==> src/rtl/simple_cpu.sv <==
// -----------------------------------------------------------------------------
// simple_cpu
//
// Single-cycle processor core. It has 8-bit data, a 32-bit program counter and
// eight 8-bit registers. Each instruction is fetched from external instruction
// memory at PC and retires on the next rising clock edge.
//
// Ports
//   PC          out 32  address of the current instruction (PC register)
//   INSTRUCTION in  32  instruction word at PC (combinational from memory)
//   CLK         in   1  clock, rising edge
//   RESET       in   1  asynchronous reset, active high
//
// Instruction word
//   [31:24] opcode  [23:16] rd / branch offset  [15:8] rt  [7:0] rs / imm
//
// Build option
//   SIMPLE_CPU_EXT_ISA_EN : defined   -> bne, sll, srl, sra and ror are decoded
//                           undefined -> opcodes 8-12 act as NOPs and the
//                                        shifter is not built
// -----------------------------------------------------------------------------
module simple_cpu (
  output logic [31:0] PC,
  input  logic [31:0] INSTRUCTION,
  input  logic        CLK,
  input  logic        RESET
);

  localparam logic [7:0] OP_ADD   = 8'd0;
  localparam logic [7:0] OP_SUB   = 8'd1;
  localparam logic [7:0] OP_AND   = 8'd2;
  localparam logic [7:0] OP_OR    = 8'd3;
  localparam logic [7:0] OP_J     = 8'd4;
  localparam logic [7:0] OP_BEQ   = 8'd5;
  localparam logic [7:0] OP_MOV   = 8'd6;
  localparam logic [7:0] OP_LOADI = 8'd7;
`ifdef SIMPLE_CPU_EXT_ISA_EN
  localparam logic [7:0] OP_BNE   = 8'd8;
  localparam logic [7:0] OP_SLL   = 8'd9;
  localparam logic [7:0] OP_SRL   = 8'd10;
  localparam logic [7:0] OP_SRA   = 8'd11;
  localparam logic [7:0] OP_ROR   = 8'd12;
`endif

  logic [7:0]  regs [8];

  logic [7:0]  opcode;
  logic [7:0]  rd_field;
  logic [7:0]  imm;
  logic [2:0]  rd_idx;
  logic [2:0]  rt_idx;
  logic [2:0]  rs_idx;
  logic [7:0]  rt_val;
  logic [7:0]  rs_val;

  logic [31:0] pc_plus4;
  logic [31:0] branch_target;
  logic [31:0] pc_next;
  logic        take_branch;
  logic        wr_en;
  logic [7:0]  wr_data;

  // Only the low three bits of the rt field select a register.
  logic        unused_rt_hi;
  assign unused_rt_hi = ^INSTRUCTION[15:11];

  assign opcode   = INSTRUCTION[31:24];
  assign rd_field = INSTRUCTION[23:16];
  assign imm      = INSTRUCTION[7:0];
  assign rd_idx   = INSTRUCTION[18:16];
  assign rt_idx   = INSTRUCTION[10:8];
  assign rs_idx   = INSTRUCTION[2:0];

  // Read ports see the register array directly, so a value written on the
  // previous edge is already visible to the current instruction.
  assign rt_val = regs[rt_idx];
  assign rs_val = regs[rs_idx];

  assign pc_plus4      = PC + 32'd4;
  // The offset is a signed word count. Sign-extend it, then scale by 4.
  assign branch_target = pc_plus4 + {{22{rd_field[7]}}, rd_field, 2'b00};

`ifdef SIMPLE_CPU_EXT_ISA_EN
  logic        amt_big;
  logic [7:0]  sll_res;
  logic [7:0]  srl_res;
  logic [7:0]  sra_res;
  logic [15:0] ror_tmp;
  logic [7:0]  ror_res;

  // Shift amounts of 8 or more flush the operand. Rotate ignores this
  // because it uses the amount modulo 8.
  assign amt_big = (imm[7:3] != 5'd0);
  assign sll_res = amt_big ? 8'd0 : (rt_val << imm[2:0]);
  assign srl_res = amt_big ? 8'd0 : (rt_val >> imm[2:0]);
  assign sra_res = amt_big ? {8{rt_val[7]}} : 8'($signed(rt_val) >>> imm[2:0]);
  assign ror_tmp = {rt_val, rt_val} >> imm[2:0];
  assign ror_res = ror_tmp[7:0];
`endif

  always_comb begin
    take_branch = 1'b0;
    wr_en       = 1'b0;
    wr_data     = 8'd0;
    case (opcode)
      OP_ADD:   begin wr_en = 1'b1; wr_data = rt_val + rs_val; end
      OP_SUB:   begin wr_en = 1'b1; wr_data = rt_val - rs_val; end
      OP_AND:   begin wr_en = 1'b1; wr_data = rt_val & rs_val; end
      OP_OR:    begin wr_en = 1'b1; wr_data = rt_val | rs_val; end
      OP_J:     take_branch = 1'b1;
      OP_BEQ:   take_branch = (rt_val == rs_val);
      OP_MOV:   begin wr_en = 1'b1; wr_data = rs_val; end
      OP_LOADI: begin wr_en = 1'b1; wr_data = imm; end
`ifdef SIMPLE_CPU_EXT_ISA_EN
      OP_BNE:   take_branch = (rt_val != rs_val);
      OP_SLL:   begin wr_en = 1'b1; wr_data = sll_res; end
      OP_SRL:   begin wr_en = 1'b1; wr_data = srl_res; end
      OP_SRA:   begin wr_en = 1'b1; wr_data = sra_res; end
      OP_ROR:   begin wr_en = 1'b1; wr_data = ror_res; end
`endif
      default:  ;
    endcase
  end

  assign pc_next = take_branch ? branch_target : pc_plus4;

  always_ff @(posedge CLK or posedge RESET) begin
    if (RESET) begin
      PC <= 32'd0;
      for (int i = 0; i < 8; i++) begin
        regs[i] <= 8'd0;
      end
    end else begin
      PC <= pc_next;
      if (wr_en) begin
        regs[rd_idx] <= wr_data;
      end
    end
  end

endmodule

==> config.mk <==
export PLATFORM = sky130hd
export DESIGN_NAME = simple_cpu
export DESIGN_NICKNAME = d
export VERILOG_FILES = /design/src/rtl/simple_cpu.sv
export SDC_FILE = /design/constraint.sdc
export NUM_CORES = 1
export LEC_CHECK = 0
export BUFFER_PORTS_ARGS = -buffer_cell sky130_fd_sc_hd__buf_2
export CAP_MARGIN = 10
export CORE_MARGIN = 2
export CORE_UTILIZATION = 55
export DETAILED_ROUTE_END_ITERATION = 6
export GPL_TIMING_DRIVEN = 0
export PLACE_DENSITY = 0.7
export SLEW_MARGIN = 20
export SYNTH_ARGS = -nofsm -noshare
export SYNTH_HDL_FRONTEND = slang
export SYNTH_SLANG_ARGS = --single-unit
==> constraint.sdc <==
create_clock -name CLK -period 4.91 [get_ports CLK]
set_input_delay 0.982 -clock CLK [delete_from_list [all_inputs] [get_ports CLK]]
set_output_delay 0.982 -clock CLK [all_outputs]
set_load 0.05 [all_outputs]
==> summary.txt, run 1 <==
Run status
  • Status: finished clean

Critical path
  • CP arrival: 4.88 ns
  • Worst path cell trace: clkbuf_1 > clkbuf_2 > mux4_2 > mux2i_1 > ha_1 > or4_1 > o21ai_1 > and3_1 > clkbuf_1 > buf_2 > nor2_1 > a311oi_1
  • Type of origin of the critical path: input pin
  • CP top delay family: buffers and inverters
  • Most common cell on crit path: clkbuf_1
  • Worst path buffer plus inverter count: 4
  • Critical Path RT: 5.13 ns
  • CP peak stage delay: 0.57 ns
  • WS Path Type: in -> reg
  • Worst-path maximum fanout: 10
  • Slowest-stage cell, CP: or4_1
  • Setup crit end kind: flop

Clock network
  • Deepest clock path buffer count: 2
  • H-tree Lvls: 3
  • CTS tree: yes
  • Clock transition at the registers of the reported paths: 0.08 ns
  • Clock Sink Count: 94
  • Setup Fix Bufs, Post-CTS: 0
  • Num CTS Buffers: 9
  • Clk Latency, worst-skew pair: 0.36 ns
  • Root buf cell: clkbuf_16
  • CTS Hold Bufs: 0

STA
  • Fmax achieved: 215 MHz
  • Final worst setup slack: 0.248 ns
  • Setup TNS: 0 ns
  • Slew @ Worst Pin: 1.14 ns
  • Clock skew: 0.00889 ns
  • Relative slew slack: 23.5%
  • Crit share post-route: 94.9%
  • Slew Viols, Final: 0
  • Hold Fails Final Rpt: 0
  • Final setup vio count: 0
  • RSZ-0062 raised after global routing: false
  • Min cycle time layout: 4.66 ns

Routing
  • Drt wl/cell: 18.3 microns
  • DR iter-0 viols: 400
  • DRC violations left: 0
  • Final wirelength: 20600 microns
  • Vias per Instance: 5.98
  • Via count: 6736
  • Length of the first detailed-routing pass in iterations: 4
  • ANT nets after route: 0

Logic synthesis
  • Unique masters post-synth: 65
  • Post-Synth Adder-Cell Area: 10.4%
  • Ys flop type: dfrtp_1
  • Largest cells by area after synthesis: dfrtp_1 (30%), mux4_2 (9.9%), ha_1 (9.7%)
  • Ys Warns: 0
  • Post-Syn Area: 7760 sq um
  • Register bit total from synthesis: 94
  • Synth Area in Compound Gates: 17.1%
  • Syn Inst Count: 877
  • Asr flop ratio synth: 100%
  • Share of the synthesized area in the top cell type: 30.3%
  • Main combinational cell family by area after synthesis: simple AND/OR/NAND/NOR gates
  • Fraction of the mapped netlist area in simple logic gates: 17.7%
  • Syn avg cell area: 8.85 sq um
  • Proportion of synthesized area in mux cells: 13.8%
  • Number of synthesized flops with an enable pin: 0
  • XOR/XNOR share of the synthesized area: 6.32%
  • Area leader, netlist: dfrtp_1
  • Sequential fraction of the synthesis area: 30.3%

Flow run
  • Maxcap violations: 0

Final layout
  • Most common cell after layout, fill and taps aside: nand2_1
  • Non-Filler Instances: 1126
  • Share of layout cells above drive strength 1: 15.3%
  • Commonest non-fill, non-tap cells in the layout: nand2_1 (124), nor2_1 (105), dfrtp_1 (94)
  • Synth-to-Final Area Change: 10.8%
  • Nets: 1038
  • # diodes: 0

Hold path
  • Hold Path Class: reg -> reg

Die
  • Initial Utilization: 56.1%
  • # IOs: 66
  • Die X: 123 microns
  • DIE AREA: 15100 sq um
  • Die Ht: 123 microns
  • FP Rows: 43
  • Core ar.: 13800 sq um

Global route
  • Vias in the first global route: 6491
  • Largest net degree at the start of global routing: 77
  • Initial antenna violation count: 0
  • Grt ovf: 0
  • Wire length of the first global-routing pass: 33400 microns
  • Total GRT Usage: 28.9%

Pwr
  • Leak: 0.00406 uW
  • Cell area power density: 377 nW/um^2
  • Max VDD drop: 301 uV

Placed design
  • GPL Wtd Cong: 0.969
  • Inst Count DP: 1110
  • Detailed Place HPWL: 15500 microns
  • # port buffers: 51
  • Setup WS pre-CTS: -0.781 ns
repair_timing:
action                                  in CTS  in global routing
endpoints found under the hold margin        0                  0
resized for setup                            4                  5
endpoints found under the setup margin      39                 40
routing by layer:
layer	vias to the layer above	global-route usage (%)	wire length, microns	part of all wire (%)
li1	3252	-	-	-
met1	3233	38.2	9170	45
met2	204	47.4	9900	48
met3	47	4.51	898	4.4
met4	0	11.6	633	3.1
met5	-	0	0	0
layout make-up:
| cell class | instances | area (sq um) |
|---|---|---|
| tap | 180 | 225 |
| inverter | 42 | 163 |
| multi-input combinational | 704 | 5090 |
| buffer | 38 | 180 |
| fill | 1204 | 5220 |
| sequential | 94 | 2350 |
| clock buffer | 9 | 225 |
| timing repair buffer | 52 | 283 |
| clock inverter | 7 | 87.6 |
sequential cells by signal (all words and copies together) (netlist names):
signal  flops
regs       64
PC         30
worst reg2reg max path, delay by kind of cell, from the launching register on:
family / cells / cell delay [ns]
compound gates: 6 / 1.41
flops: 1 / 0.45
mux: 1 / 0.26
fa+ha+maj: 1 / 0.34
simple gates: 3 / 1.25
xor+xnor: 2 / 0.34
stage by stage:
step	util [%]	power (uW)	cell area, sq um	hold slack, ns
floorplan	-	2170	7760	0.457
global placement	59.6	2460	8250	0.473
detailed placement	59.9	2480	8280	0.482
CTS	62.2	3240	8600	0.499
global route	62.2	3450	8600	0.531
finish	62.2	3240	8600	0.501
final timing paths:
path | startpoint | end | slack [ns] | cells past startpoint
setup reg to reg | PC[4] | PC[31] | 0.78 | 13
max in group asynchronous | RESET | PC[4] | 3.73 | 3
hold / removal | regs[10] | regs[10] | 0.50 | 2
setup / recovery | INSTRUCTION[9] | PC[15] | 0.25 | 12
hold reg to reg | regs[10] | regs[10] | 0.50 | 2
min in group asynchronous | RESET | PC[27] | 0.55 | 2
cell usage after synthesis (all sizes together) (8+ instances only):
cell,number
xor2,12
buf,14
mux2,11
a21oi,79
a31oi,10
o31ai,12
xnor2,44
mux2i,18
nand3,22
nor2,106
nand2,124
dfrtp,94
nor3,13
and3,13
o21ai,39
a21o,11
clkbuf,24
mux4,34
o21bai,8
inv,42
ha,60
nand4,9
power by group:
group          total [uW]  switching [uW]  internal, uW
Combinational        1510             951           554
Sequential            981             111           869
Clock                 754             346           408
Total                3240            1410          1830
kinds of logic (layout without fill, tap and decap cells):
kind of cell | after synthesis | after routing
compound gates | 204 | 204
xor+xnor | 56 | 56
fa+ha+maj | 63 | 63
buf+inv | 80 | 148
flops | 94 | 94
mux | 63 | 63
other cells | 1 | 2
simple gates | 316 | 316
No activity file was read; power rests on OpenSTA's default activity.
==> run 2, diff against run 1 <==
--- a/config.mk
+++ b/config.mk
@@ -10,7 +10,6 @@
 export CORE_MARGIN = 2
 export CORE_UTILIZATION = 55
 export DETAILED_ROUTE_END_ITERATION = 6
-export GPL_TIMING_DRIVEN = 0
 export PLACE_DENSITY = 0.7
 export SLEW_MARGIN = 20
 export SYNTH_ARGS = -nofsm -noshare
==> constraint.sdc (replaced) <==
create_clock -name CLK -period 5.6 [get_ports CLK]
set_input_delay 1.12 -clock CLK [delete_from_list [all_inputs] [get_ports CLK]]
set_output_delay 1.12 -clock CLK [all_outputs]
set_load 0.05 [all_outputs]
==> run 2 against run 1 <==
  * Flip-flop and latch count unchanged
  * Final area decreased by 1.6%
  * Critical path depth up 1
  * Clock-buffer cell count increased by 1
  * Sequential power down 12%
  * Core utilization decreased by 1.0 points
  * Global-route usage shrank 2.3 points
==> summary.txt, run 2 (same netlist as run 1, synthesis figures left out) <==
Global route
  • Total GRT Usage: 26.5% (was 28.9%)
  • Grt ovf: 0 (unchanged)
  • Wire length of the first global-routing pass: 30800 microns (was 33400 microns)
  • Vias in the first global route: 6113 (was 6491)
  • Largest net degree at the start of global routing: 52 (was 77)
  • Initial antenna violation count: 0 (unchanged)

Die
  • Die X: 123 microns (unchanged)
  • Die Ht: 123 microns (unchanged)
  • DIE AREA: 15100 sq um (unchanged)
  • Core ar.: 13800 sq um (unchanged)
  • FP Rows: 43 (unchanged)
  • Initial Utilization: 56.1% (unchanged)
  • # IOs: 66 (unchanged)

Critical path
  • CP top delay family: multiplexers (was buffers and inverters)
  • WS Path Type: in -> reg (unchanged)
  • CP arrival: 4.81 ns (was 4.88 ns)
  • Worst path cell trace: buf_2 > mux4_2 > mux2_2 > inv_1 > ha_1 > a21o_1 > a21oi_1 > o21ai_1 > a21oi_1 > nor2_1 > a32oi_1 > mux2i_1 > a21oi_1 (was clkbuf_1 > clkbuf_2 > mux4_2 > mux2i_1 > ha_1 > or4_1 > o21ai_1 > and3_1 > clkbuf_1 > buf_2 > nor2_1 > a311oi_1)
  • CP peak stage delay: 0.69 ns (was 0.57 ns)
  • Most common cell on crit path: a21oi_1 (was clkbuf_1)
  • Type of origin of the critical path: input pin (unchanged)
  • Setup crit end kind: flop (unchanged)
  • Critical Path RT: 5.80 ns (was 5.13 ns)
  • Worst-path maximum fanout: 17 (was 10)
  • Slowest-stage cell, CP: mux2i_1 (was or4_1)
  • Worst path buffer plus inverter count: 2 (was 4)

Clock network
  • H-tree Lvls: 3 (unchanged)
  • Clk Latency, worst-skew pair: 0.36 ns (about the same)
  • CTS tree: yes (unchanged)
  • Root buf cell: clkbuf_16 (unchanged)
  • CTS Hold Bufs: 0 (unchanged)
  • Setup Fix Bufs, Post-CTS: 0 (unchanged)
  • Clock Sink Count: 94 (unchanged)
  • Deepest clock path buffer count: 2 (unchanged)
  • Num CTS Buffers: 9 (unchanged)
  • Clock transition at the registers of the reported paths: 0.07 ns (was 0.08 ns)
  • Post-cts sizing count: 0 (was 4)

Placed design
  • # port buffers: 58 (was 51)
  • GPL Wtd Cong: 0.856 (was 0.969)
  • Post-DP Area: 8170 sq um (was 8280 sq um)
  • Setup WS pre-CTS: 0.630 ns (was -0.781 ns)
  • Detailed Place HPWL: 14200 microns (was 15500 microns)

Final layout
  • Commonest non-fill, non-tap cells in the layout: nand2_1 (124), nor2_1 (105), dfrtp_1 (94) (unchanged)
  • Share of layout cells above drive strength 1: 15.4% (was 15.3%)
  • Nets: 1013 (was 1038)
  • Most common cell after layout, fill and taps aside: nand2_1 (unchanged)
  • Final instance area: 8460 sq um (was 8600 sq um)
  • Synth-to-Final Area Change: 9.03% (was 10.8%)
  • Biggest register: regs (unchanged)
  • Largest registers: regs: 64 flops, PC: 30 flops (unchanged)
  • Max reg flops: 64 (unchanged)
  • # diodes: 0 (unchanged)

STA
  • Final setup vio count: 0 (unchanged)
  • Crit share post-route: 82.2%
  • Hold Fails Final Rpt: 0 (unchanged)
  • Setup TNS: 0 ns (unchanged)
  • Final worst setup slack: 0.995 ns (was 0.248 ns)
  • Clock skew: 0.00546 ns (was 0.00889 ns)
  • Slew @ Worst Pin: 0.766 ns (was 1.14 ns)
  • Relative slew slack: 47.4% (was 23.5%)
  • Fmax achieved: 217 MHz
  • Slew Viols, Final: 0 (unchanged)
  • RSZ-0062 raised after global routing: false (unchanged)
  • Hold Slack: 0.497 ns (was 0.501 ns)
  • Min cycle time layout: 4.60 ns

Run status
  • Status: finished clean (unchanged)

Pwr
  • Cell area power density: 331 nW/um^2 (was 377 nW/um^2)
  • Leak: 0.00399 uW (was 0.00406 uW)
  • Max VDD drop: 253 uV (was 301 uV)

Routing
  • Length of the first detailed-routing pass in iterations: 4 (unchanged)
  • M1 WL: 8410 microns (was 9170 microns)
  • DRC violations left: 0 (unchanged)
  • DR iter-0 viols: 416 (was 400)
  • Drt wl/cell: 17.3 microns (was 18.3 microns)
  • Vias per Instance: 5.89 (was 5.98)
  • Metal3 WL: 846 microns (was 898 microns)
  • ANT nets after route: 0 (unchanged)
  • Highest routed layer: met4 (unchanged)
  • Routed wl met2: 9450 microns (was 9900 microns)
  • Final wirelength: 19000 microns (was 20600 microns)
  • Via count: 6485 (was 6736)

Flow run
  • Maxcap violations: 0 (unchanged)

Hold path
  • Hold Path Class: reg -> reg (unchanged)
run 2: cell types whose count changed in the layout (fill, tap and decap cells not counted), moves of 2 or more:
cell	previous run	this run
buf_4	5	7
clkbuf_1	21	1
buf_1	2	0
clkinv_4	2	0
clkinvlp_4	0	2
inv_8	2	0
clkbuf_2	3	0
run 2: metal layers:
layer / vias to the layer above / GRT usage [%]
met5: - / 0
met4: 0 / 8.98
met3: 19 / 3.35
met2: 140 / 45.0
met1: 3112 / 35.3
li1: 3214 / -
run 2: path summary, 6_finish.rpt:
kind                                 from       end  slack [ns]  cells after the start
max                        INSTRUCTION[0]  regs[63]         1.0                     13
min in group asynchronous           RESET    PC[29]        0.84                      2
min                              regs[34]  regs[34]        0.50                      2
max in group asynchronous           RESET  regs[24]        3.67                      3
max reg2reg                         PC[4]    PC[29]        1.62                     13
min reg2reg                      regs[34]  regs[34]        0.50                      2
run 2: worst min-delay path: stages, from the launching register on:
cell and delay, ns:
dfrtp_1 0.36, nand2_1 0.05, o31ai_1 0.06
run 2: area by class of cell:
| type | instances | area (sq um) |
|---|---|---|
| multi-input combinational | 704 | 5080 |
| sequential | 94 | 2350 |
| tap | 180 | 225 |
| clock buffer | 10 | 229 |
| timing repair buffer | 65 | 343 |
| clock inverter | 6 | 67.6 |
| fill | 1239 | 5370 |
| inverter | 42 | 160 |
run 2: stage by stage:
step	total power [uW]	util (%)	std cells
finish	2800	61.2	1101
global route	2970	61.2	1101
CTS	2810	61.2	1101
detailed placement	2160	59.1	1085
global placement	2150	59.1	1085
floorplan	1900	-	878
run 2: report_power, final:
part	total, uW	leakage, uW	switching, uW	internal, uW
clock	633	0.000139	284	349
sequential	862	0.00126	99.9	763
combinational	1300	0.00260	819	482
total	2800	0.00399	1200	1590
==> run 3, diff against run 2 <==
--- a/config.mk
+++ b/config.mk
@@ -10,7 +10,7 @@
 export CORE_MARGIN = 2
 export CORE_UTILIZATION = 55
 export DETAILED_ROUTE_END_ITERATION = 6
-export PLACE_DENSITY = 0.7
+export PLACE_DENSITY = 0.73
 export SLEW_MARGIN = 20
 export SYNTH_ARGS = -nofsm -noshare
 export SYNTH_HDL_FRONTEND = slang
==> constraint.sdc (replaced) <==
create_clock -name CLK -period 3.95 [get_ports CLK]
set_input_delay 0.79 -clock CLK [delete_from_list [all_inputs] [get_ports CLK]]
set_output_delay 0.79 -clock CLK [all_outputs]
set_load 0.05 [all_outputs]
==> run 3 against run 2 <==
  * Combinational power increased by 48%
  * Register-to-register slack got worse by 1.3 ns
  * Non-clock buffer count increased by 40
  * Largest cell class unchanged
  * Routed wire length increased by 0.73%
==> summary.txt, run 3 (same netlist as run 1, synthesis figures left out) <==
STA
  • Relative slew slack: 52.1% (was 47.4%)
  • Final worst setup slack: 0.272 ns (was 0.995 ns)
  • Clock skew: 0.00702 ns (was 0.00546 ns)
  • Hold Fails Final Rpt: 0 (unchanged)
  • Hold Slack: 0.502 ns (was 0.497 ns)
  • Slew @ Worst Pin: 0.719 ns (was 0.766 ns)
  • Final setup vio count: 0 (unchanged)
  • Min cycle time layout: 3.68 ns
  • Crit share post-route: 93.1%
  • RSZ-0062 raised after global routing: true (was false)
  • Fmax achieved: 272 MHz
  • Slew Viols, Final: 0 (unchanged)
  • Setup TNS: 0 ns (unchanged)

Clock network
  • Clock Sink Count: 94 (unchanged)
  • CTS tree: yes (unchanged)
  • Num CTS Buffers: 9 (unchanged)
  • Root buf cell: clkbuf_16 (unchanged)
  • Clk Latency, worst-skew pair: 0.35 ns (was 0.36 ns)
  • Deepest clock path buffer count: 2 (unchanged)
  • Clock transition at the registers of the reported paths: 0.07 ns (about the same)
  • H-tree Lvls: 3 (unchanged)

Critical path
  • Setup crit end kind: flop (unchanged)
  • Worst path cell trace: buf_2 > buf_12 > mux4_2 > mux2i_1 > ha_1 > or4_1 > o21ai_1 > nand3_1 > buf_4 > nor4_1 > a31oi_1 > o21ai_0 > nor3_1 (was buf_2 > mux4_2 > mux2_2 > inv_1 > ha_1 > a21o_1 > a21oi_1 > o21ai_1 > a21oi_1 > nor2_1 > a32oi_1 > mux2i_1 > a21oi_1)
  • Type of origin of the critical path: input pin (unchanged)
  • Critical Path RT: 4.18 ns (was 5.80 ns)
  • CP arrival: 3.91 ns (was 4.81 ns)
  • Slowest-stage cell, CP: or4_1 (was mux2i_1)
  • CP top delay family: simple AND/OR/NAND/NOR gates (was multiplexers)
  • CP peak stage delay: 0.60 ns (was 0.69 ns)
  • Worst-path maximum fanout: 16 (was 17)
  • Worst path buffer plus inverter count: 3 (was 2)
  • WS Path Type: in -> reg (unchanged)

Final layout
  • Nets: 1053 (was 1013)
  • Non-Filler Instances: 1140 (was 1101)
  • Share of layout cells above drive strength 1: 19.5% (was 15.4%)
  • Max reg flops: 64 (unchanged)
  • Most common cell after layout, fill and taps aside: nand2_1 (unchanged)
  • Largest registers: regs: 64 flops, PC: 30 flops (unchanged)
  • # diodes: 0 (unchanged)
  • Biggest register: regs (unchanged)
  • Fillers: 1130 (was 1239)
  • Multi-input logic area: 5110 sq um (was 5080 sq um)
  • Synth-to-Final Area Change: 14.3% (was 9.03%)
  • Commonest non-fill, non-tap cells in the layout: nand2_1 (124), nor2_1 (104), dfrtp_1 (94) (was nand2_1 (124), nor2_1 (105), dfrtp_1 (94))
  • Register Area: 2350 sq um (unchanged)

Placed design
  • # port buffers: 58 (unchanged)
  • Setup WS pre-CTS: -0.0878 ns (was 0.630 ns)
  • Detailed Place HPWL: 14500 microns (was 14200 microns)
  • GPL Wtd Cong: 0.872 (was 0.856)
  • Inst Count DP: 1124 (was 1085)

Flow run
  • Maxcap violations: 0 (unchanged)

Pwr
  • P_sw: 1710 uW (was 1200 uW)
  • Clk pwr share: 22.1% (was 22.6%)
  • Leak: 0.00421 uW (was 0.00399 uW)
  • Cell area power density: 454 nW/um^2 (was 331 nW/um^2)
  • Sequential share of power: 29.9% (was 30.8%)
  • Max VDD drop: 341 uV (was 253 uV)
  • Sw frac: 42.4% (was 43.0%)
  • Pint: 2320 uW (was 1590 uW)
  • Logic pwr share: 47.9% (was 46.5%)
  • Total power: 4030 uW (was 2800 uW)

Routing
  • Vias per Instance: 5.82 (was 5.89)
  • ANT nets after route: 0 (unchanged)
  • DRC violations left: 0 (unchanged)
  • Length of the first detailed-routing pass in iterations: 6 (was 4)
  • Final wirelength: 19100 microns (was 19000 microns)
  • Drt wl/cell: 16.8 microns (was 17.3 microns)
  • DR iter-0 viols: 342 (was 416)
  • Via count: 6630 (was 6485)

Global route
  • Largest net degree at the start of global routing: 58 (was 52)
  • Vias in the first global route: 6366 (was 6113)
  • Total GRT Usage: 27.0% (was 26.5%)
  • Grt ovf: 0 (unchanged)
  • Wire length of the first global-routing pass: 31800 microns (was 30800 microns)
  • Initial antenna violation count: 0 (unchanged)

Hold path
  • Hold Path Class: reg -> reg (unchanged)

Die
  • FP Rows: 43 (unchanged)
  • Die X: 123 microns (unchanged)
  • Initial Utilization: 56.1% (unchanged)
  • DIE AREA: 15100 sq um (unchanged)
  • Core ar.: 13800 sq um (unchanged)
  • # IOs: 66 (unchanged)
  • Die Ht: 123 microns (unchanged)

Run status
  • Status: finished clean (unchanged)
==> run 3: cell count changes in the layout (fill, tap and decap cells not counted), sizes merged <==
cell / before / now
inv: 44 / 42
clkinvlp: 2 / 1
clkinv: 1 / 3
buf: 65 / 105
==> run 3: path summary, 6_finish.rpt <==
kind                                start       end  slack, ns  cells past startpoint
max                        INSTRUCTION[0]    PC[20]       0.27                     13
max in group asynchronous           RESET    PC[17]       2.71                      3
min                              regs[49]  regs[49]       0.50                      2
min in group asynchronous           RESET  regs[29]       0.56                      2
max reg2reg                         PC[5]    PC[29]       0.32                     13
min reg2reg                      regs[49]  regs[49]       0.50                      2
==> run 3: power by group through the flow <==
stage | Sequential [uW] | Combinational, uW | Clock (uW)
2_1_floorplan | 1530 | 1170 | 0
3_3_place_gp | 1220 | 1890 | 0
3_5_place_dp | 1220 | 1910 | 0
4_1_cts | 1210 | 1920 | 909
5_1_grt | 1230 | 2120 | 952
6_report | 1210 | 1930 | 893
==> run 3: area by class of cell <==
cell class                 count  area share, %
multi-input combinational    704           57.5
sequential                    94           26.5
timing repair buffer         105           8.23
clock buffer                  10           2.69
tap                          180           2.54
inverter                      42           1.80
clock inverter                 5          0.677
==> run 3: per-stage QoR <==
step,cell area (sq um),utilization [%]
global placement,8550,61.9
finish,8870,64.2
detailed placement,8550,61.9
CTS,8850,64.0
floorplan,7780,-
global route,8870,64.2
==> run 3: repair_timing <==
item | 4_1_cts | 5_1_grt
setup buffers | 0 | 1
endpoints found under the setup margin | 0 | 10
gates resized for setup | 0 | 3
hold buffers | 0 | 0
hold endpoints to repair | 0 | 0
==> run 3: metal layers <==
layer / vias up / track usage, % / wire [microns] / share of wire, %
li1: 3291 / - / - / -
met1: 3181 / 37.2 / 8690 / 45
met2: 140 / 44.6 / 9470 / 49
met3: 18 / 2.60 / 717 / 3.7
met4: 0 / 9.12 / 271 / 1.4
met5: - / 0 / 0 / 0
==> run 3: worst reg2reg max path, stage by stage (launching register included) <==
cell and delay (ns):
dfrtp_1 0.42, and4_1 0.32, nand4_1 0.16, or3_1 0.35, xnor2_1 0.21, ha_1 0.35
a21o_1 0.23, a211o_1 0.31, nor3_1 0.18, a21oi_1 0.16, a211oi_1 0.43, o21ai_1 0.16
xnor2_1 0.14, a21oi_1 0.14
